[src/rtl/f_pc_unit_pkg.sv]
// Shared CPU constants for the fetch-stage PC unit: reset/handler addresses,
// the legal text-segment window, exception codes and the redirect FSM encoding.
package f_pc_unit_pkg;

  localparam logic [31:0] PC_RESET    = 32'h0000_3000;
  localparam logic [31:0] EXC_HANDLER = 32'h0000_4180;
  localparam logic [31:0] TEXT_LO     = 32'h0000_3000;
  localparam logic [31:0] TEXT_HI     = 32'h0000_6FFC;

  localparam logic [4:0] EXC_NONE = 5'd0;
  localparam logic [4:0] EXC_ADEL = 5'd4;

  // RUN: fetch follows the normal next-PC path.
  // HOLD: an eret target is parked until the stall releases.
  typedef enum logic {
    ST_RUN  = 1'b0,
    ST_HOLD = 1'b1
  } pc_state_e;

  // A fetch address is legal when word-aligned and inside the text segment.
  function automatic logic addr_is_legal(input logic [31:0] addr);
    return (addr[1:0] == 2'b00) && (addr >= TEXT_LO) && (addr <= TEXT_HI);
  endfunction

endpackage

[src/rtl/f_pc_check.sv]
// Fetch address legality check: raises AdEL for misaligned or out-of-text
// fetch addresses, purely combinational.
module f_pc_check
  import f_pc_unit_pkg::*;
(
  input  logic [31:0] i_pc,
  output logic [4:0]  o_exc_code
);

  logic w_legal;

  assign w_legal    = addr_is_legal(i_pc);
  assign o_exc_code = w_legal ? EXC_NONE : EXC_ADEL;

endmodule

[src/rtl/f_pc_unit.sv]
// Fetch-stage program counter with exception entry, eret redirect and a
// one-entry holding slot for an eret that arrives while fetch is stalled.
module f_pc_unit
  import f_pc_unit_pkg::*;
(
  input  logic        clk,
  input  logic        reset,
  input  logic [31:0] F_newPC,
  input  logic        stall,
  input  logic        Req,
  input  logic        eret,
  input  logic [31:0] EPC,
  input  logic        D_isBranchJump,
  output logic [31:0] F_PC,
  output logic [4:0]  F_ExcCode,
  output logic        F_BD,
  output logic        F_ErPending
);

  pc_state_e   r_state;
  logic [31:0] r_pc;
  logic [31:0] r_pend_epc;

  pc_state_e   w_state_nxt;
  logic [31:0] w_pc_nxt;
  logic [31:0] w_pend_epc_nxt;

  // NOTE: sequential state uses non-blocking assignments so every register
  // samples the pre-edge values of its peers.
  always_ff @(posedge clk) begin
    if (reset) begin
      r_state    <= ST_RUN;
      r_pc       <= PC_RESET;
      r_pend_epc <= '0;
    end else begin
      r_state    <= w_state_nxt;
      r_pc       <= w_pc_nxt;
      r_pend_epc <= w_pend_epc_nxt;
    end
  end

  // Priority: Req > eret > HOLD release > stall > normal advance.
  always_comb begin
    // NOTE: defaults first means every path assigns every output, so no
    // latches are inferred and the "hold" case falls out for free.
    w_state_nxt    = r_state;
    w_pc_nxt       = r_pc;
    w_pend_epc_nxt = r_pend_epc;

    if (Req) begin
      w_state_nxt    = ST_RUN;
      w_pc_nxt       = EXC_HANDLER;
      w_pend_epc_nxt = '0;
    end else if (eret) begin
      if (stall) begin
        w_state_nxt    = ST_HOLD;
        w_pend_epc_nxt = EPC;
      end else begin
        w_state_nxt    = ST_RUN;
        w_pc_nxt       = EPC;
        w_pend_epc_nxt = '0;
      end
    end else if (r_state == ST_HOLD) begin
      if (!stall) begin
        w_state_nxt    = ST_RUN;
        w_pc_nxt       = r_pend_epc;
        w_pend_epc_nxt = '0;
      end
    end else if (!stall) begin
      w_pc_nxt = F_newPC;
    end
  end

  f_pc_check u_check (
    .i_pc       (r_pc),
    .o_exc_code (F_ExcCode)
  );

  assign F_PC        = r_pc;
  assign F_ErPending = (r_state == ST_HOLD);
  // The instruction fetched while an eret target is parked is discarded, so
  // it can never be a delay slot.
  assign F_BD        = D_isBranchJump & (r_state != ST_HOLD);

endmodule

[config.mk]
export PLATFORM = sky130hd
export DESIGN_NAME = f_pc_unit
export DESIGN_NICKNAME = d
export VERILOG_FILES = /design/src/rtl/f_pc_unit_pkg.sv /design/src/rtl/f_pc_check.sv /design/src/rtl/f_pc_unit.sv
export SDC_FILE = /design/constraint.sdc
export NUM_CORES = 1
export LEC_CHECK = 0
export ABC_AREA = 1
export CAP_MARGIN = 20
export CORE_AREA = 2 2 94 96
export CTS_CLUSTER_DIAMETER = 100
export DETAILED_ROUTE_END_ITERATION = 8
export DIE_AREA = 0 0 96 98
export PLACE_DENSITY = 0.76
export SLEW_MARGIN = 5
export SYNTH_ARGS = -nofsm -noshare
export SYNTH_HDL_FRONTEND = slang
export SYNTH_HIERARCHICAL = 1
export SYNTH_SLANG_ARGS = --single-unit
[constraint.sdc]
create_clock -name clk -period 0.9 [get_ports clk]
set_input_delay 0.135 -clock clk [delete_from_list [all_inputs] [get_ports clk]]
set_output_delay 0.135 -clock clk [all_outputs]
set_load 0.02 [all_outputs]
==> results.cfg <==
[drt]
num_vias = 4237
viasPerCell = 5.488
drtAntennaViolNets = 0
finalWirelength_mm = 14.71
wl_met3_mm = 1.061
wire_per_inst_um = 19.06
dr.pass1.iters = 5
dr_wl_met2_mm = 7.429
top_layer = met4
first_iter_violations = 302
route.detailed.drc = 0
wl_met1_mm = 5.474

[placement]
io_buffers = 104
post-place-ws_ns = -0.6561
dpl_cell_area_mm2 = 0.004967
gp_congestion = 0.8410
hpwlAfterDp_mm = 7.789
dpl.cell_count = 731

[yosys]
synth_edf_count = 0
synth_mux_area_share_pct = 0
ys_async_sr_fraction_pct = 0
synthSimpleGateAreaFrac_pct = 31.27
synth_top_family_by_area = simple AND/OR/NAND/NOR gates
synth_compound_area_share_pct = 17.34
synth-seq-cells = 65
synthCells = 494
yosys.area.top_type = dfxtp_1
yosys-top-cells-area = dfxtp_1, nand2_1, a21oi_2, a21oi_1, nand3_1
synth_top_area_share_pct = 37.42
synth_xor_area_share_pct = 0
syn-cell-area_mm2 = 0.003477
ys.flop_type = dfxtp_1
ys_types = 27
synth_fa_ha_area_share_pct = 0
yosysWarningCount = 6
syn_area_per_cell_um2 = 7.039
ys_seq_area_share_pct = 37.42

[die]
num_rows = 34
die-area_mm2 = 0.009408
coreArea_mm2 = 0.008466
ios = 109
die_w_um = 96
die_y_um = 98
initial_utilization_pct = 41.07

[hold_path]
hold_depth = 4
hp-class = in2reg
holdCritStartpoint = reset

[sta]
setup_violations = 99
fin_worst_skew_ns = 0.01060
tns_ns = -17.25
hold_slack_ns = 0.2518
setup_slack_ns = -0.5362
period_needed_ns = 1.436
drv_slew = 0
fmax_mhz = 696.3
rsz0062_at_grt = yes
finalHoldViolCount = 0
timing.final.crit_share_pct = 159.6

[clock_tree]
cts_buffers = 9
cts_max_level = 3
cts_sinks = 65
insertion_delay_ns = 0.35
cts_root_buf = clkbuf_8
cts_buffer_depth = 2
cts_tree = done
clkTransAtPathRegs_ns = 0.08

[worst_setup_path]
worstPathArrival_ns = 1.30
crit_start = F_PC[28]
regToRegStartpoint = F_ErPending
endpoint_kind = output port
cp.required_ns = 0.76
crit_type = reg2out
ff2ff_path_depth = 7
start_kind = register
worst-path-max-fanout = 2

[finish]
area_delta_synth_final_pct = 85.21
fin_nets = 729
finish.utilization_pct = 76.07
diodes = 0
drive_gt1_share_pct = 53.92
final_area_mm2 = 0.006440
final_cells = 772
fill_cells = 486

[run_status]
status = finished, violations left
violations = negative setup slack

[grt]
grt_overflow = 0
grt_usage_pct = 29.54
grt_max_degree = 21
grt_pass1_wl_mm = 21.36
antenna_found_initial = 0
grt_pass1_vias = 4323

[pwr]
powerDensity_mw_per_mm2 = 1315
total_power_mw = 8.468
irDropWorstVdd_v = 0.0007963
p_leak_nw = 2.818

[run]
maxCapViolCount = 0
-- cell type report --
cell class                      instances  area (um^2)  share of cell area, %
Multi-Input combinational cell        339         2422                  37.61
Timing Repair Buffer                  185         2037                  31.63
Sequential cell                        65         1353                  21.00
Inverter                               59        239.0                  3.711
Clock buffer                           12        155.1                  2.409
Tap cell                              108        135.1                  2.098
Clock inverter                          4        98.84                  1.535
-- synth_stat cells (2+ instances only) --
master   instances
a21oi_1         45
a21oi_2         30
buf_12           2
buf_2           17
buf_4           12
buf_6            2
dfxtp_1         65
inv_1           54
inv_2            3
nand2_1        129
nand2_2         31
nand2_4          2
nand3_1         45
nor2_1          18
nor2_2           2
o21ai_0         21
o21ai_1          2
or2_0            2
or2_1            4
-- metal layers --
layer	track usage (%)	up-vias
met2	49.95	270
met3	5.324	76
met1	34.52	2015
li1	-	1876
met5	0	-
met4	16.48	0
-- worst max-delay path, stage by stage (launching register included) --
cell     delay, ns
dfxtp_2       0.34
nor2_2        0.16
nand2_2       0.08
nor2_2        0.14
nand3_2       0.10
buf_6         0.14
-- placed cells by master (no fill, tap or decap), types with 5 or more instances in the layout --
cell type        Yosys  layout
nor2_1              18      12
dfxtp_2              0      29
dfxtp_1             65      32
buf_4               12      36
clkbuf_8             0      11
o21ai_0             21      21
inv_1               54      53
clkdlybuf4s50_1      0      65
buf_6                2      60
nor2_2               2       5
a21oi_1             45      21
nand3_2              0      42
nand2_2             31      26
nand2_1            129      84
a21oi_2             30      54
buf_12               2      16
nand2_4              2      51
-- logic make-up (layout without fill, tap and decap cells) --
| family | after synthesis | in the layout |
|---|---|---|
| AND/OR/NAND/NOR | 237 | 237 |
| AO/OA/AOI/OAI | 98 | 98 |
| buffers and inverters | 93 | 260 |
| flip-flops | 65 | 65 |
| other | 1 | 4 |
-- worst paths after layout --
| check | slack (ns) | endpoint |
|---|---|---|
| max | -0.54 | F_ExcCode[2] |
| min | 0.25 | F_PC[12] |
| max reg2reg | -0.24 | r_pend_epc[14] |
| min reg2reg | 0.47 | F_PC[3] |
-- power breakdown --
| group | switching, mW | leakage, nW | total [mW] | internal, mW |
|---|---|---|---|---|
| Clock | 1.21 | 0.127 | 3.21 | 2.00 |
| Combinational | 1.11 | 2.15 | 2.18 | 1.06 |
| Sequential | 0.101 | 0.544 | 3.09 | 2.99 |
-- flip-flops by register name, indices dropped and copies added, names as in the netlist --
name	cells
r_pend_epc	32
F_PC	32
F_ErPending	1
-- what timing repair did --
| item | 4_1_cts | 5_1_grt |
|---|---|---|
| hold buffers | 0 | 0 |
| pin swaps | 52 | 40 |
| hold endpoints to repair | 0 | 0 |
| resized for setup | 404 | 59 |
| setup buffers | 15 | 17 |
| setup endpoints to repair | 100 | 100 |
| cloned | 5 | 0 |
No activity file was read; power rests on OpenSTA's default activity.
==> RTL edit (same settings) <==
Make the reset (`reset`) asynchronous in one clocked block.
--- a/src/rtl/f_pc_unit.sv
+++ b/src/rtl/f_pc_unit.sv
@@ -29,3 +29,3 @@
   // samples the pre-edge values of its peers.
-  always_ff @(posedge clk) begin
+  always_ff @(posedge clk or posedge reset) begin
     if (reset) begin
Function: differs if reset is asserted again (counterexample within 4 cycles, from zero or initial values and one cycle with reset high); with reset held inactive, the same outputs for 4 cycles.
==> RTL edit against the original RTL <==
  * The flow still finishes with violations (setup timing)
  * Sequential share of layout area grew 4.7 points
  * Total power down 3.7%
  * Area after synthesis down 3.2%
  * Combinational power up 11%
  * Setup slack lost 0.10 ns
  * Routed wire length fell by 13%
  * Utilization down 1.1 points
  * Sequential cell count unchanged
  * Final area down 1.4%
  * Cell count is 0.91% lower
  * Worst hold slack got worse by 0.060 ns
  * Count of clock-buffer cells in the layout is 2 lower
  * Clock skew fell by 0.0038 ns
  * Critical path type unchanged
  * Critical endpoint unchanged
==> RTL edit: results (changes against the original RTL) <==
* CTS buffer count at 9 (unchanged)
* Hold WC Path Type: input pin to async pin
* Final cell count without fillers at 765 (-0.91%)
* Endpoint of the worst register-to-register path: r_pend_epc[2]
* Syn Area/Cell at 7.01 sq um (-0.34%)
* Detailed router's first-iteration violation count at 276 (-8.6%)
* Antenna diode instance count at 0 (unchanged)
* Worst setup path startpoint: F_PC[13]
* First-pass GRT wire length at 18600 um (-13%)
* Cell with the largest stage delay on the worst path: sky130_fd_sc_hd__dfstp_2
* Capture point of the critical path: F_ExcCode[2]
* Top cells by area, synth: sky130_fd_sc_hd__dfrtp_1, sky130_fd_sc_hd__nand2_1, sky130_fd_sc_hd__inv_1
* Worst-case setup margin in the final layout at -0.637 ns (-0.100 ns)
* List of most frequent post-synthesis cells: sky130_fd_sc_hd__nand2_1, sky130_fd_sc_hd__inv_1, sky130_fd_sc_hd__dfrtp_1
* Fraction of synthesis flops using an asynchronous set or reset pin at 100% (+100 points)
* Placed wire-length estimate after detailed placement at 6970 um (-11%)
* Final number of setup-violating endpoints at 100 (+1.0%)
* Net switching component of the power at 2.54 mW (+4.9%)
* Static leakage at 3.14 nW (+12%)
* Overall Global Routing Usage at 25.7% (-3.8 points)
* Compound-cell area share of the yosys netlist at 6.80% (-11 points)
* PostCTS Resize Cnt at 341 (-16%)
* Total sequential power at 3.17 mW (+3%)
* Worst R2R Setup Slack at -0.47 ns (-0.23 ns)
* Max stage delay on crit path at 0.55 ns (+0.21 ns)
* Detailed Routing Iterations Pass 1 at 4 (-1)
* Status: complete, but fails checks
* Global Route met3 Usage at 5.02% (-0.31 points)
* CP top delay family: flip-flops
* Length of routed wiring on met1 at 4890 um (-11%)
* Sequential share of the synthesized area at 48.4% (+11 points)
* Last weighted congestion value of the routability-driven placer at 0.853 (+1.5%)
* Detailed-routed wire length on met2 at 6630 um (-11%)
* Yosys warning total at 6 (unchanged)
* Worst-path clk slew at 0.08 ns (about the same)
* Number of cells on the worst reg-to-reg path at 6 (-1)
* Setup Skew at 0.00683 ns (-0.00377 ns)
* Top metal layer carrying routed signals: met4
* Arrival time at the worst endpoint at 1.40 ns (+0.10 ns)
* Failing checks: setup timing
* Maximum number of pins on one net before global-route repair at 38 (+81%)
* Routed wire length at 12900 um (-13%)
* Max VDD drop at 0.768 mV (-3.6%)
* Post-CTS setup buffer count at 27 (+12)
* Multiplexer share of the synthesized area at 0% (unchanged)
* Number of unique standard cell types used by synthesis at 15 (-44%)
* Clock power frac at 31.6% (-6.2 points)
* Crit Path Max Fanout at 2 (unchanged)
* Xor/xnor cell area share of the yosys netlist at 0% (unchanged)
* Post-DR vias/cell at 5.08 (-7.5%)
* Startpoint of the worst register-to-register path: F_ErPending
* Length of routed met3 wiring at 934 um (-12%)
* Met1 track utilization from global routing at 32.6% (-1.9 points)
* Global routing met2 resource utilization at 42.4% (-7.5 points)
* Vias in the first global route at 3934 (-9.0%)
* Fraction of layout cells with a size suffix above 1 at 40.5% (-13 points)
* Cell total after placement at 715 (-2.2%)
* Cell area after placement at 4920 sq um (-0.96%)
==> RTL edit: cell types whose count changed in the layout (fill, tap and decap cells not counted), moves of 10 or more <==
cell / before / now
sky130_fd_sc_hd__a21oi_1: 21 / 0
sky130_fd_sc_hd__a21oi_2: 54 / 4
sky130_fd_sc_hd__buf_6: 60 / 70
sky130_fd_sc_hd__dfrtp_1: 0 / 62
sky130_fd_sc_hd__dfxtp_1: 32 / 0
sky130_fd_sc_hd__dfxtp_2: 29 / 0
sky130_fd_sc_hd__inv_1: 53 / 65
sky130_fd_sc_hd__nand2_1: 84 / 171
sky130_fd_sc_hd__nand2_2: 26 / 15
sky130_fd_sc_hd__nand2_4: 51 / 32
sky130_fd_sc_hd__nand3_2: 42 / 30
sky130_fd_sc_hd__o21ai_0: 21 / 0
sky130_fd_sc_hd__o22ai_2: 0 / 27
==> RTL edit: cell type report <==
cell class              instances  area [sq um]
multi-input cells             319          2060
repair buffers                188          2050
clock inverters                 6          57.6
well taps                     108           135
flip-flops and latches         65          1630
inverters                      69           275
clock buffers                  10           138
fillers                       525          2120
==> RTL edit: kinds of logic (layout without fill, tap and decap cells) <==
kind of cell    after synthesis  after routing
compound gates               37             37
buf+inv                      99            273
flops                        65             65
other cells                   1              4
simple gates                278            278
==> RTL edit: stage by stage <==
stage	TNS (ns)	total power, mW	setup slack (ns)	hold slack, ns
2_1_floorplan	-13.81	4.02	-0.234	0.272
3_3_place_gp	-38.88	4.87	-0.640	0.472
3_5_place_dp	-41.21	4.90	-0.657	0.473
4_1_cts	-30.82	7.79	-0.644	0.203
5_1_grt	-39.06	8.43	-0.719	0.196
6_report	-35.69	8.15	-0.637	0.192
